==> src/rtl/interfaz_uart.sv <==
// Register-mapped 8N1 UART: control/TX-data/RX-data registers behind a small
// write port, with an independent serializer on tx_o and deserializer on rx_i.
module interfaz_uart #(
  parameter int BAUD_DIV = 10416
) (
  input  logic        clk_i,
  input  logic        rst_i,
  input  logic        wr_i,
  input  logic        reg_sel_i,
  input  logic        addr_i,
  input  logic [31:0] data_i,
  input  logic        rx_i,
  output logic [31:0] mux_o,
  output logic        tx_o
);

  localparam int CNT_W = $clog2(BAUD_DIV);
  localparam logic [CNT_W-1:0] BIT_LAST  = CNT_W'(BAUD_DIV - 1);
  localparam logic [CNT_W-1:0] HALF_LAST = CNT_W'(BAUD_DIV / 2 - 1);
  localparam logic [CNT_W-1:0] CNT_ZERO  = CNT_W'(0);
  localparam logic [CNT_W-1:0] CNT_ONE   = CNT_W'(1);

  typedef enum logic [1:0] {
    T_IDLE  = 2'd0,
    T_START = 2'd1,
    T_DATA  = 2'd2,
    T_STOP  = 2'd3
  } tx_state_e;

  typedef enum logic [1:0] {
    R_IDLE  = 2'd0,
    R_START = 2'd1,
    R_DATA  = 2'd2,
    R_STOP  = 2'd3
  } rx_state_e;

  tx_state_e        tx_state_q;
  logic [CNT_W-1:0] tx_cnt_q;
  logic [2:0]       tx_idx_q;
  logic [7:0]       tx_shift_q;
  logic [7:0]       tx_data_q;
  logic [7:0]       tx_data_d;
  logic             tx_q;
  logic             send_q;

  rx_state_e        rx_state_q;
  logic [CNT_W-1:0] rx_cnt_q;
  logic [2:0]       rx_idx_q;
  logic [7:0]       rx_shift_q;
  logic [7:0]       rx_data_q;
  logic [7:0]       rx_data_d;
  logic             new_rx_q;
  logic             new_rx_d;
  logic             rx_meta_q;
  logic             rx_sync_q;
  logic             rx_prev_q;

  logic ctl_wr_s;
  logic dat_wr_s;
  logic tx_go_s;
  logic rx_fall_s;
  logic rx_store_s;
  logic unused_data_s;

  assign ctl_wr_s      = wr_i & ~reg_sel_i;
  assign dat_wr_s      = wr_i & reg_sel_i;
  assign tx_go_s       = ctl_wr_s & data_i[0] & (tx_state_q == T_IDLE);
  assign rx_fall_s     = rx_prev_q & ~rx_sync_q;
  assign rx_store_s    = (rx_state_q == R_STOP) & (rx_cnt_q == BIT_LAST) & rx_sync_q;
  assign unused_data_s = ^data_i[31:8];
  assign tx_o          = tx_q;

  // Read mux: selected register, no strobe needed.
  always_comb begin
    mux_o = 32'd0;
    if (!reg_sel_i) begin
      mux_o = {30'd0, new_rx_q, send_q};
    end else if (!addr_i) begin
      mux_o = {24'd0, tx_data_q};
    end else begin
      mux_o = {24'd0, rx_data_q};
    end
  end

  // Next-state for the software-visible data and flag registers.
  always_comb begin
    tx_data_d = tx_data_q;
    rx_data_d = rx_data_q;
    new_rx_d  = new_rx_q;
    if (dat_wr_s && !addr_i) begin
      tx_data_d = data_i[7:0];
    end else begin
      tx_data_d = tx_data_q;
    end
    // A completed frame beats a same-cycle software clear.
    if (rx_store_s) begin
      rx_data_d = rx_shift_q;
      new_rx_d  = 1'b1;
    end else if (ctl_wr_s && !data_i[1]) begin
      new_rx_d  = 1'b0;
    end else begin
      new_rx_d  = new_rx_q;
    end
  end

  // Software-visible register storage.
  always_ff @(posedge clk_i or posedge rst_i) begin
    if (rst_i) begin
      tx_data_q <= 8'd0;
      rx_data_q <= 8'd0;
      new_rx_q  <= 1'b0;
    end else begin
      tx_data_q <= tx_data_d;
      rx_data_q <= rx_data_d;
      new_rx_q  <= new_rx_d;
    end
  end

  // Transmit FSM: start bit, 8 data bits LSB first, stop bit.
  always_ff @(posedge clk_i or posedge rst_i) begin
    if (rst_i) begin
      tx_state_q <= T_IDLE;
      tx_cnt_q   <= CNT_ZERO;
      tx_idx_q   <= 3'd0;
      tx_shift_q <= 8'd0;
      tx_q       <= 1'b1;
      send_q     <= 1'b0;
    end else begin
      case (tx_state_q)
        T_IDLE: begin
          tx_q <= 1'b1;
          if (tx_go_s) begin
            tx_state_q <= T_START;
            tx_cnt_q   <= CNT_ZERO;
            tx_idx_q   <= 3'd0;
            tx_shift_q <= tx_data_q;
            tx_q       <= 1'b0;
            send_q     <= 1'b1;
          end
        end
        T_START: begin
          if (tx_cnt_q == BIT_LAST) begin
            tx_cnt_q   <= CNT_ZERO;
            tx_state_q <= T_DATA;
            tx_q       <= tx_shift_q[0];
          end else begin
            tx_cnt_q <= tx_cnt_q + CNT_ONE;
          end
        end
        T_DATA: begin
          if (tx_cnt_q == BIT_LAST) begin
            tx_cnt_q   <= CNT_ZERO;
            tx_shift_q <= {1'b0, tx_shift_q[7:1]};
            if (tx_idx_q == 3'd7) begin
              tx_state_q <= T_STOP;
              tx_q       <= 1'b1;
            end else begin
              tx_idx_q <= tx_idx_q + 3'd1;
              tx_q     <= tx_shift_q[1];
            end
          end else begin
            tx_cnt_q <= tx_cnt_q + CNT_ONE;
          end
        end
        T_STOP: begin
          if (tx_cnt_q == BIT_LAST) begin
            tx_cnt_q   <= CNT_ZERO;
            tx_state_q <= T_IDLE;
            tx_q       <= 1'b1;
            send_q     <= 1'b0;
          end else begin
            tx_cnt_q <= tx_cnt_q + CNT_ONE;
          end
        end
        default: begin
          tx_state_q <= T_IDLE;
          tx_cnt_q   <= CNT_ZERO;
          tx_q       <= 1'b1;
          send_q     <= 1'b0;
        end
      endcase
    end
  end

  // Receive path: two-flop synchronizer plus mid-bit sampling FSM.
  always_ff @(posedge clk_i or posedge rst_i) begin
    if (rst_i) begin
      rx_meta_q  <= 1'b1;
      rx_sync_q  <= 1'b1;
      rx_prev_q  <= 1'b1;
      rx_state_q <= R_IDLE;
      rx_cnt_q   <= CNT_ZERO;
      rx_idx_q   <= 3'd0;
      rx_shift_q <= 8'd0;
    end else begin
      rx_meta_q <= rx_i;
      rx_sync_q <= rx_meta_q;
      rx_prev_q <= rx_sync_q;
      case (rx_state_q)
        R_IDLE: begin
          rx_cnt_q <= CNT_ZERO;
          rx_idx_q <= 3'd0;
          if (rx_fall_s) begin
            rx_state_q <= R_START;
          end
        end
        R_START: begin
          // Line back high at mid start bit means it was a glitch.
          if (rx_cnt_q == HALF_LAST) begin
            rx_cnt_q   <= CNT_ZERO;
            rx_state_q <= rx_sync_q ? R_IDLE : R_DATA;
          end else begin
            rx_cnt_q <= rx_cnt_q + CNT_ONE;
          end
        end
        R_DATA: begin
          if (rx_cnt_q == BIT_LAST) begin
            rx_cnt_q   <= CNT_ZERO;
            rx_shift_q <= {rx_sync_q, rx_shift_q[7:1]};
            if (rx_idx_q == 3'd7) begin
              rx_state_q <= R_STOP;
            end else begin
              rx_idx_q <= rx_idx_q + 3'd1;
            end
          end else begin
            rx_cnt_q <= rx_cnt_q + CNT_ONE;
          end
        end
        R_STOP: begin
          if (rx_cnt_q == BIT_LAST) begin
            rx_cnt_q   <= CNT_ZERO;
            rx_state_q <= R_IDLE;
          end else begin
            rx_cnt_q <= rx_cnt_q + CNT_ONE;
          end
        end
        default: begin
          rx_state_q <= R_IDLE;
          rx_cnt_q   <= CNT_ZERO;
        end
      endcase
    end
  end

endmodule

==> config.mk <==
export PLATFORM = sky130hd
export DESIGN_NAME = interfaz_uart
export DESIGN_NICKNAME = d
export VERILOG_FILES = /design/src/rtl/interfaz_uart.sv
export SDC_FILE = /design/constraint.sdc
export NUM_CORES = 1
export LEC_CHECK = 0
export BUFFER_PORTS_ARGS = -buffer_cell sky130_fd_sc_hd__buf_4
export CAP_MARGIN = 20
export CORE_MARGIN = 3
export CORE_UTILIZATION = 30
export DETAILED_ROUTE_END_ITERATION = 12
export MAX_ROUTING_LAYER = met4
export PLACE_DENSITY = 0.45
export SLEW_MARGIN = 5
export SYNTH_ARGS = -nofsm -noshare
export SYNTH_HDL_FRONTEND = slang
export SYNTH_SLANG_ARGS = --single-unit
==> constraint.sdc <==
create_clock -name clk_i -period 2.9 [get_ports clk_i]
set_clock_uncertainty 0.15 [all_clocks]
set_input_delay 0.29 -clock clk_i [delete_from_list [all_inputs] [get_ports clk_i]]
set_output_delay 0.29 -clock clk_i [all_outputs]
set_load 0.1 [all_outputs]
* After elaboration in Yosys (flattened, before gate mapping)
Index checks and enable logic that the tools add are counted.
** Storage, ports and cells
- Bits in read-only memories :: 0
- Memories kept :: 0
- Bits of input ports :: 38
- RAM bits :: 0
- Register bits after elaboration :: 76
- Logic and storage cells :: 114
- Output and inout bits :: 33
- Latch bits :: 0
** Cells by class
- Multipliers :: 0
- Reductions and logical operators :: 20
- Div/mod/pow operators :: 0
- Add/sub/neg operators :: 4
- Bitwise logic cells :: 9
- Multiplexer cells :: 42
- Shift-type cells :: 0
- Equality and inequality tests :: 23
- Order comparisons :: 0
** Operators by type and width (count)
- $mux W14 :: 4
- $pmux W14 S3 :: 1
- $mux W8 :: 4
- $add A14 B1 Y14 const B :: 2
- $eq A14 B14 Y1 const B :: 2
- $pmux W14 S2 :: 1
- $mux W2 :: 11
- $ne A2 B2 Y1 const B :: 11
- $pmux W2 S4 :: 2
- $pmux W8 S2 :: 1
- $mux W3 :: 5
- $eq A14 B13 Y1 const B :: 1
- $pmux W3 S2 :: 2
- $reduce_and A3 Y1 :: 4
- $reduce_and A5 Y1 :: 2
- $mux W1 :: 9
- $eq A2 B2 Y1 const B :: 4
- $reduce_bool A2 Y1 :: 4
- $and A1 B1 Y1 :: 7
- $add A3 B1 Y3 const B :: 2
- $eq A3 B3 Y1 const B :: 2
- $eq A2 B1 Y1 const B :: 2
- $logic_not A2 Y1 :: 2
- $pmux W1 S4 :: 1
- 9 further kinds :: 12

* Longest topological paths before layout
Gate-level depths: netlist (run 1).
- Depth after elaboration :: 6
- Mapped depth :: 7
- Depth with buffers taken out :: 6

* Worst setup path before layout (run 1)
OpenSTA, ideal clock, no wires.
- Path kind :: input to output
- From :: input port addr_i
- To :: output port mux_o[0]
- Cell stages on the path :: 3
- Slack :: 165 ps
- Data required time :: 2460 ps
- Data arrival time :: 2295 ps
- Path buffers :: 1
- Cell sequence :: clkbuf_1 mux2i_1 a21oi_1
** Between the ends
- Cells in the longest elaborated chain, start to end :: 2
** Ends and longest elaborated chain
- start: declaration :: line 10 : input logic addr_i,
- $mux W8 :: line 78 : end else if (!addr_i) begin
- $mux W8 :: line 76 : if (!reg_sel_i) begin
- end: declaration :: line 13 : output logic [31:0] mux_o,
Every way passes these cells.

* Worst setup path after layout (run 1)
- From :: register tx_state_q[0]
- To :: register tx_shift_q[3]
** Between the ends
- Cells in the longest elaborated chain, start to end :: 4
- Elaborated cells on any way between the ends :: 8
- Those cells by class :: eq/ne: 3; mux: 1; bitwise: 1; reduce/logical: 3
** Ends and longest elaborated chain
- start: declaration :: line 37 : tx_state_e tx_state_q;
- start signal: assignment :: line 122 : tx_state_q <= T_IDLE;
- start signal: assignment :: line 133 : tx_state_q <= T_START;
- start signal: assignment :: line 144 : tx_state_q <= T_DATA;
- $logic_not A2 Y1 :: line 67, 129
- $and A1 B1 Y1 :: line 67 : assign tx_go_s = ctl_wr_s & data_i[0] & (tx_state_q == T_IDLE);
- $ne A2 B2 Y1 (no line)
- $reduce_and A3 Y1 (no line)
- end signal: assignment :: line 136 : tx_shift_q <= tx_data_q;
- end signal: assignment :: line 153 : tx_shift_q <= {1'b0, tx_shift_q[7:1]};
- end: declaration :: line 40 : logic [7:0] tx_shift_q;
Parallel ways exist; a longest one is shown, timed or not.
A chain may end at the register's enable or synchronous reset.

==> summary.json, run 1 <==
{
  "pwr": {
    "power_per_unit_of_standard_cell_area_nw_per_um2": 813,
    "p_leak_nw": 2.08,
    "peakVddDrop_v": 0.000283
  },
  "setup_path": {
    "worstSetupEndpointType": "flip-flop",
    "cp-start-kind": "flip-flop",
    "worstReg2RegStart": "tx_state_q[0]",
    "worstPathMaxFanout": 13,
    "worst-r2r-cell-count": 6,
    "timing.reg2reg.setup_slack_ps": 620,
    "critPathKind": "reg2reg",
    "r2r_end": "tx_shift_q[3]",
    "required_ps": 2940,
    "critical_path_arrival_ps": 2310
  },
  "grt": {
    "globalRoute.totalOverflow": 0,
    "grt_pass1_wl_um": 14800,
    "grt_pass1_vias": 2834,
    "grtUsageTotal_pct": 12.6,
    "grt_max_degree": 53,
    "grt_antenna_before_repair": 0
  },
  "floorplanning": {
    "die_h_um": 123,
    "initial_core_util_pct": 30.8,
    "pin_count": 71,
    "core_area_um2": 13300,
    "placement_rows": 42,
    "die-area_um2": 15100,
    "die_x_um": 123
  },
  "timing": {
    "setup_viol_count_final": 0,
    "rsz0062_at_grt": "no",
    "timing.final.crit_period_ps": 2280,
    "timing.fmax_ghz": 0.439,
    "final_max_slew_viol_count": 0,
    "final_min_period_over_clock_period_pct": 78.5,
    "report.final.hold_viol_count": 0,
    "finalSetupTns_ps": 0
  },
  "cells_and_area": {
    "regArea_um2": 1910,
    "drive_gt1_share_pct": 21.0,
    "final_nets": 463,
    "insertedDiodeCount": 0,
    "post-route-util_pct": 35.3,
    "layout.filler_cells": 1350,
    "multiInputGateArea_um2": 1980,
    "area_delta_synth_final_pct": 14.4
  },
  "hold_path": {
    "min_from": "data_i[3]",
    "worstHoldEndpoint": "tx_data_q[3]",
    "worstHoldPathType": "in2reg",
    "min_delay_path_depth": 2
  },
  "cts": {
    "clock_transition_at_the_registers_of_the_reported_paths_ps": 60,
    "h_tree_level_count": 3,
    "clk-insertion-delay-late_ps": 330,
    "post-cts-setup-buffers": 0,
    "cts_root_buf": "clkbuf_16",
    "post_cts_resized": 0,
    "cts_tree": "done",
    "tritoncts.num_buffers": 9,
    "cts.path.max_buffers": 2,
    "cts_num_sinks": 76
  },
  "logic_synthesis": {
    "post_synth.cell_area_avg_um2": 10.5,
    "synth-seq-area-share_pct": 46.5,
    "synth.ff_latch_count": 76,
    "synth_top_cell_area_share_pct": 43.9,
    "syn_std_cell_area_um2": 4100,
    "ys_dominant_reg_cell": "dfrtp_1",
    "post_synthesis_cell_type_count": 59,
    "synth-edff-count": 0,
    "synthesis.instances": 389,
    "asyncSetResetFlopFracSynth_pct": 100,
    "yosysWarningCount": 0,
    "main_area_contributors_after_synthesis": "dfrtp_1 (44%), mux2_2 (7.4%), buf_4 (4.4%)",
    "post-synth-top-area-cell": "dfrtp_1"
  },
  "drt": {
    "route.vias.total": 2897,
    "route.detailed.drc": 0,
    "first_pass_iters": 4,
    "finalWirelength_um": 8480,
    "route.detailed.wl_per_inst_um": 14.2,
    "vias_per_cell": 4.86,
    "first_iter_violations": 190,
    "antenna_violating_nets_post_route": 0
  },
  "placed_design": {
    "numPortBuffers": 22,
    "hpwlAfterDp_um": 6080,
    "routabilityCongestion": 0.837
  },
  "run_status": {
    "outcome": "finished, final reports clean"
  },
  "flow_run": {
    "timing.max_cap.violations": 0
  }
}
==> placed cells by master (no fill, tap or decap), types with 3 or more instances in the layout <==
cell type	n
and4_1	6
o211ai_1	7
or3_1	5
dfstp_2	4
clkinvlp_4	4
a221oi_1	8
o21ai_0	14
mux2i_1	9
nor2_1	30
mux2_2	27
inv_1	14
conb_1	24
xor2_1	10
and2_1	4
nand2_1	24
nor3_1	5
nand3_1	13
nand2b_1	5
nand4_1	8
dfrtp_1	72
a31oi_1	3
ha_1	10
nor4_1	3
a21oi_1	13
clkbuf_16	9
nor2b_1	9
o311ai_0	3
buf_4	28
==> worst max-delay path, stage by stage, from the launching register on <==
cell	delay (ps)
dfrtp_1	420
inv_1	100
ha_1	440
inv_1	230
nand2b_1	310
o31a_1	350
a221oi_1	130
==> logic make-up (layout without fill, tap and decap cells) <==
family	count (synthesis)	count (layout)	synth area share [%]
other	1	24	0.0914
flip-flops	76	76	46.5
adder cells (fa/ha/maj)	10	10	3.05
buffers and inverters	54	62	7.32
multiplexers	36	36	9.61
AND/OR/NAND/NOR	131	131	18.7
XOR/XNOR	12	12	2.56
AO/OA/AOI/OAI	69	69	12.1
==> worst max-delay path by stage <==
stage                       start       endpoint  slack (ps)  cells after the start
detailed placement  tx_state_q[0]  tx_shift_q[4]         650                      6
CTS                 tx_state_q[0]  tx_shift_q[4]         640                      6
finish              tx_state_q[0]  tx_shift_q[3]         620                      6
global route        tx_state_q[0]  tx_shift_q[3]         440                      6
global placement    tx_state_q[0]  tx_shift_q[6]         700                      6
floorplan                  addr_i       mux_o[0]         160                      3
==> per-stage QoR <==
stage          setup WS, ps  hold WS, ps  cell area [µm²]  cells  total power [W]
2_1_floorplan           165          144             4190    412          0.00251
3_3_place_gp            699          182             4400    578          0.00277
3_5_place_dp            647          177             4400    578          0.00280
4_1_cts                 636         29.5             4690    596          0.00387
5_1_grt                 444         30.9             4690    596          0.00409
6_report                625         41.8             4690    596          0.00382
==> synthesized netlist by cell type, types with 9 or more instances <==
master	number
mux2_2	27
buf_4	24
nand2_1	24
xor2_1	10
a21oi_1	13
mux2i_1	9
nand3_1	13
nor2_1	30
ha_1	10
dfrtp_1	72
nor2b_1	9
o21ai_0	14
inv_1	15
==> power breakdown <==
part | switching [W] | total [W] | leakage (nW) | internal [W]
logic | 0.000786 | 0.00123 | 0.972 | 0.000442
registers | 0.000254 | 0.00155 | 0.980 | 0.00129
clock network | 0.000461 | 0.00104 | 0.124 | 0.000582
==> final cells by class <==
class                   count  area share, %
repair buffers             31           5.33
well taps                 176           4.69
multi-input cells         282           42.2
flip-flops and latches     76           40.6
clock inverters             7           1.12
clock buffers               9           4.80
inverters                  15           1.23
==> state kept, by name, indices dropped and copies added, names as in the netlist, 2 cells and up, named ones only <==
signal      cells
rx_shift_q      8
tx_idx_q        3
tx_shift_q      8
tx_cnt_q       14
tx_state_q      2
tx_data_q       8
rx_data_q       8
rx_idx_q        3
rx_cnt_q       14
==> metal layers <==
metal	wire length [µm]	up-vias	track usage (%)
met3	238	8	3.11
met1	4160	1431	17.1
met4	98	0	3.15
met2	3980	38	19.0
li1	-	1420	-
met5	0	-	-
==> what timing repair did <==
item                                    4_1_cts  5_1_grt
hold buffers                                  2        0
endpoints found under the setup margin        0        0
hold endpoints to repair                     22        0
Power figures use the tool's default switching activity.
==> inputs of run 2 (changes only) <==
--- a/config.mk
+++ b/config.mk
@@ -11,7 +11,7 @@
 export CORE_UTILIZATION = 30
 export DETAILED_ROUTE_END_ITERATION = 12
 export MAX_ROUTING_LAYER = met4
-export PLACE_DENSITY = 0.45
+export PLACE_DENSITY = 0.47
 export SLEW_MARGIN = 5
 export SYNTH_ARGS = -nofsm -noshare
 export SYNTH_HDL_FRONTEND = slang
==> constraint.sdc (replaced) <==
create_clock -name clk_i -period 1.9 [get_ports clk_i]
set_clock_uncertainty 0.15 [all_clocks]
set_input_delay 0.19 -clock clk_i [delete_from_list [all_inputs] [get_ports clk_i]]
set_output_delay 0.19 -clock clk_i [all_outputs]
set_load 0.1 [all_outputs]
==> run 2 against run 1 <==
  * Combinational power grew 110%
  * Fmax grew 20%
  * Sequential share of layout area shrank 5.9 points
  * Critical endpoint is now tx_idx_q[2]
  * Via count grew 10%
  * First-iteration DRC count shrank 16%
  * Non-clock buffer count grew 56
  * Count of clock-buffer cells in the layout is the same
  * Sequential power grew 43%
  * Register-to-register slack lost 620 ps
  * Global-route usage grew 0.47 points
  * Cell count grew 9.4%
  * Flip-flop and latch count is the same
==> summary.json, run 2 (synthesis gave the netlist of run 1 again) <==
{
  "setup_path": {
    "cp_cell_sequence": "nor4b_4, nand4_4, buf_6, or3_4, o211ai_1",
    "worstSetupEndpointType": "flip-flop",
    "critical-path-max-stage-delay_ps": 420,
    "slowest_stage": "dfrtp_1",
    "startpoint": "tx_cnt_q[12]",
    "critical_path_arrival_ps": 1990,
    "worstReg2RegStart": "tx_cnt_q[12]",
    "worstPathMaxFanout": 5,
    "required_ps": 2000,
    "critPathKind": "reg2reg",
    "cp-start-kind": "flip-flop"
  },
  "floorplanning": {
    "placement_rows": 42,
    "initial_core_util_pct": 30.8,
    "die-area_um2": 15100,
    "pin_count": 71,
    "die_h_um": 123,
    "core_area_um2": 13300,
    "die_x_um": 123
  },
  "cells_and_area": {
    "layout.filler_cells": 1279,
    "final_nets": 519,
    "regArea_um2": 1910,
    "reg_top3": "rx_cnt_q x14, tx_cnt_q x14",
    "drive_gt1_share_pct": 34.5,
    "layout.cells.most_common": "dfrtp_1",
    "multiInputGateArea_um2": 2220,
    "layout.cells.most_common_list": "dfrtp_1 (72), buf_4 (65), nor2_1 (29)",
    "insertedDiodeCount": 0,
    "final_cell_count_no_fill": 652,
    "area_delta_synth_final_pct": 34.0
  },
  "grt": {
    "gr-usage-met3_pct": 3.16,
    "globalRoute.totalOverflow": 0,
    "global_route.usage.met1_pct": 17.3,
    "grt_use_met2_pct": 20.2,
    "grt_most_used_layer": "met2",
    "grt_pass1_wl_um": 15300,
    "grt_antenna_before_repair": 0,
    "grt_pass1_vias": 3105,
    "grtUsageTotal_pct": 13.1,
    "grt_max_degree": 34
  },
  "timing": {
    "slew_headroom_pct": 63.7,
    "worst-slew-pin-transition_ps": 544,
    "finalSetupTns_ps": 0,
    "final_max_slew_viol_count": 0,
    "setup_viol_count_final": 0,
    "timing.fmax_ghz": 0.528,
    "rsz0062_at_grt": "yes",
    "timing.final.crit_period_ps": 1890,
    "final_min_period_over_clock_period_pct": 99.6,
    "report.final.hold_viol_count": 0
  },
  "drt": {
    "vias_per_cell": 4.90,
    "route.detailed.wl_per_inst_um": 14.3,
    "route.vias.total": 3197,
    "first_iter_violations": 159,
    "finalWirelength_um": 9310,
    "route.detailed.drc": 0,
    "antenna_violating_nets_post_route": 0,
    "first_pass_iters": 6
  },
  "placed_design": {
    "number_of_cells_in_the_design_after_placement": 620,
    "routabilityCongestion": 0.789,
    "hpwlAfterDp_um": 6390,
    "numPortBuffers": 22
  },
  "hold_path": {
    "min_from": "wr_i",
    "worstHoldPathType": "in2reg"
  },
  "pwr": {
    "peakVddDrop_v": 0.000530,
    "p_leak_nw": 2.45,
    "power_per_unit_of_standard_cell_area_nw_per_um2": 1220
  },
  "cts": {
    "cts.path.max_buffers": 2,
    "cts_num_sinks": 76,
    "tritoncts.num_buffers": 9,
    "h_tree_level_count": 3,
    "clock_transition_at_the_registers_of_the_reported_paths_ps": 60,
    "clk-insertion-delay-late_ps": 330,
    "cts_tree": "done",
    "cts_root_buf": "clkbuf_16"
  },
  "run_status": {
    "outcome": "finished, final reports clean"
  },
  "flow_run": {
    "timing.max_cap.violations": 0
  }
}
==> run 2: changes by cell type in the layout (fill, tap and decap cells not counted), moves of 3 or more <==
cell           previous run  this run
nor2b_2                   0         6
mux2_2                   27        10
buf_6                     0         8
a221oi_2                  0         6
buf_12                    1         4
buf_4                    28        65
dlygate4sd3_1             2        10
nor2b_1                   9         3
a221oi_1                  8         1
mux2_4                    0        17
==> run 2: report_power, final <==
part,switching [W],total (W),internal [W]
Sequential,0.000247,0.00222,0.00197
Clock,0.000707,0.00186,0.00116
Combinational,0.00156,0.00263,0.00107
Total,0.00251,0.00671,0.00420
==> run 2: worst paths after layout <==
| check | depth (start not counted) | slack [ps] | end |
|---|---|---|---|
| setup / recovery | 5 | 7 | tx_idx_q[2] |
| hold / removal | 4 | 100 | new_rx_q |
| setup reg to reg | 5 | 7 | tx_idx_q[2] |
| hold reg to reg | 0 | 210 | rx_sync_q |
| max in group asynchronous | 4 | 720 | rx_sync_q |
| min in group asynchronous | 3 | 320 | rx_cnt_q[9] |
==> run 2: timing repair <==
item,CTS,global route
endpoints found under the setup margin,30,50
setup buffers,4,2
gates resized for setup,16,38
gates cloned,0,1
hold endpoints to repair,29,0
pin swaps,10,12
hold buffers,10,0
==> run 2: worst max-delay path, delay by kind of cell (launching register included) <==
family                 cells  cell delay [ps]
AO/OA/AOI/OAI              1              170
AND/OR/NAND/NOR            3              910
flip-flops                 1              420
buffers and inverters      1              170
==> run 2: routing by layer <==
| metal | routed length, µm | vias to the layer above |
|---|---|---|
| li1 | - | 1528 |
| met1 | 4450 | 1615 |
| met2 | 4490 | 44 |
| met3 | 253 | 10 |
| met4 | 118 | 0 |
| met5 | 0 | - |
==> run 2: through the flow <==
stage	setup WS [ps]	utilization [%]	cell area, µm²	hold WS [ps]	power, W
floorplan	-36.9	-	4230	44.5	0.00385
global placement	-38.6	35.8	4760	130	0.00453
detailed placement	-121	35.8	4760	136	0.00458
CTS	-26.0	39.8	5290	92.3	0.00660
global route	-69.2	41.3	5500	154	0.00713
finish	7.45	41.3	5500	98.4	0.00671
==> run 2: cell type report <==
class	count	share of cell area, %
multi-input cells	282	40.5
clock buffers	9	4.10
well taps	176	4.01
clock inverters	7	1.84
flip-flops and latches	76	34.7
inverters	15	1.09
repair buffers	87	13.8
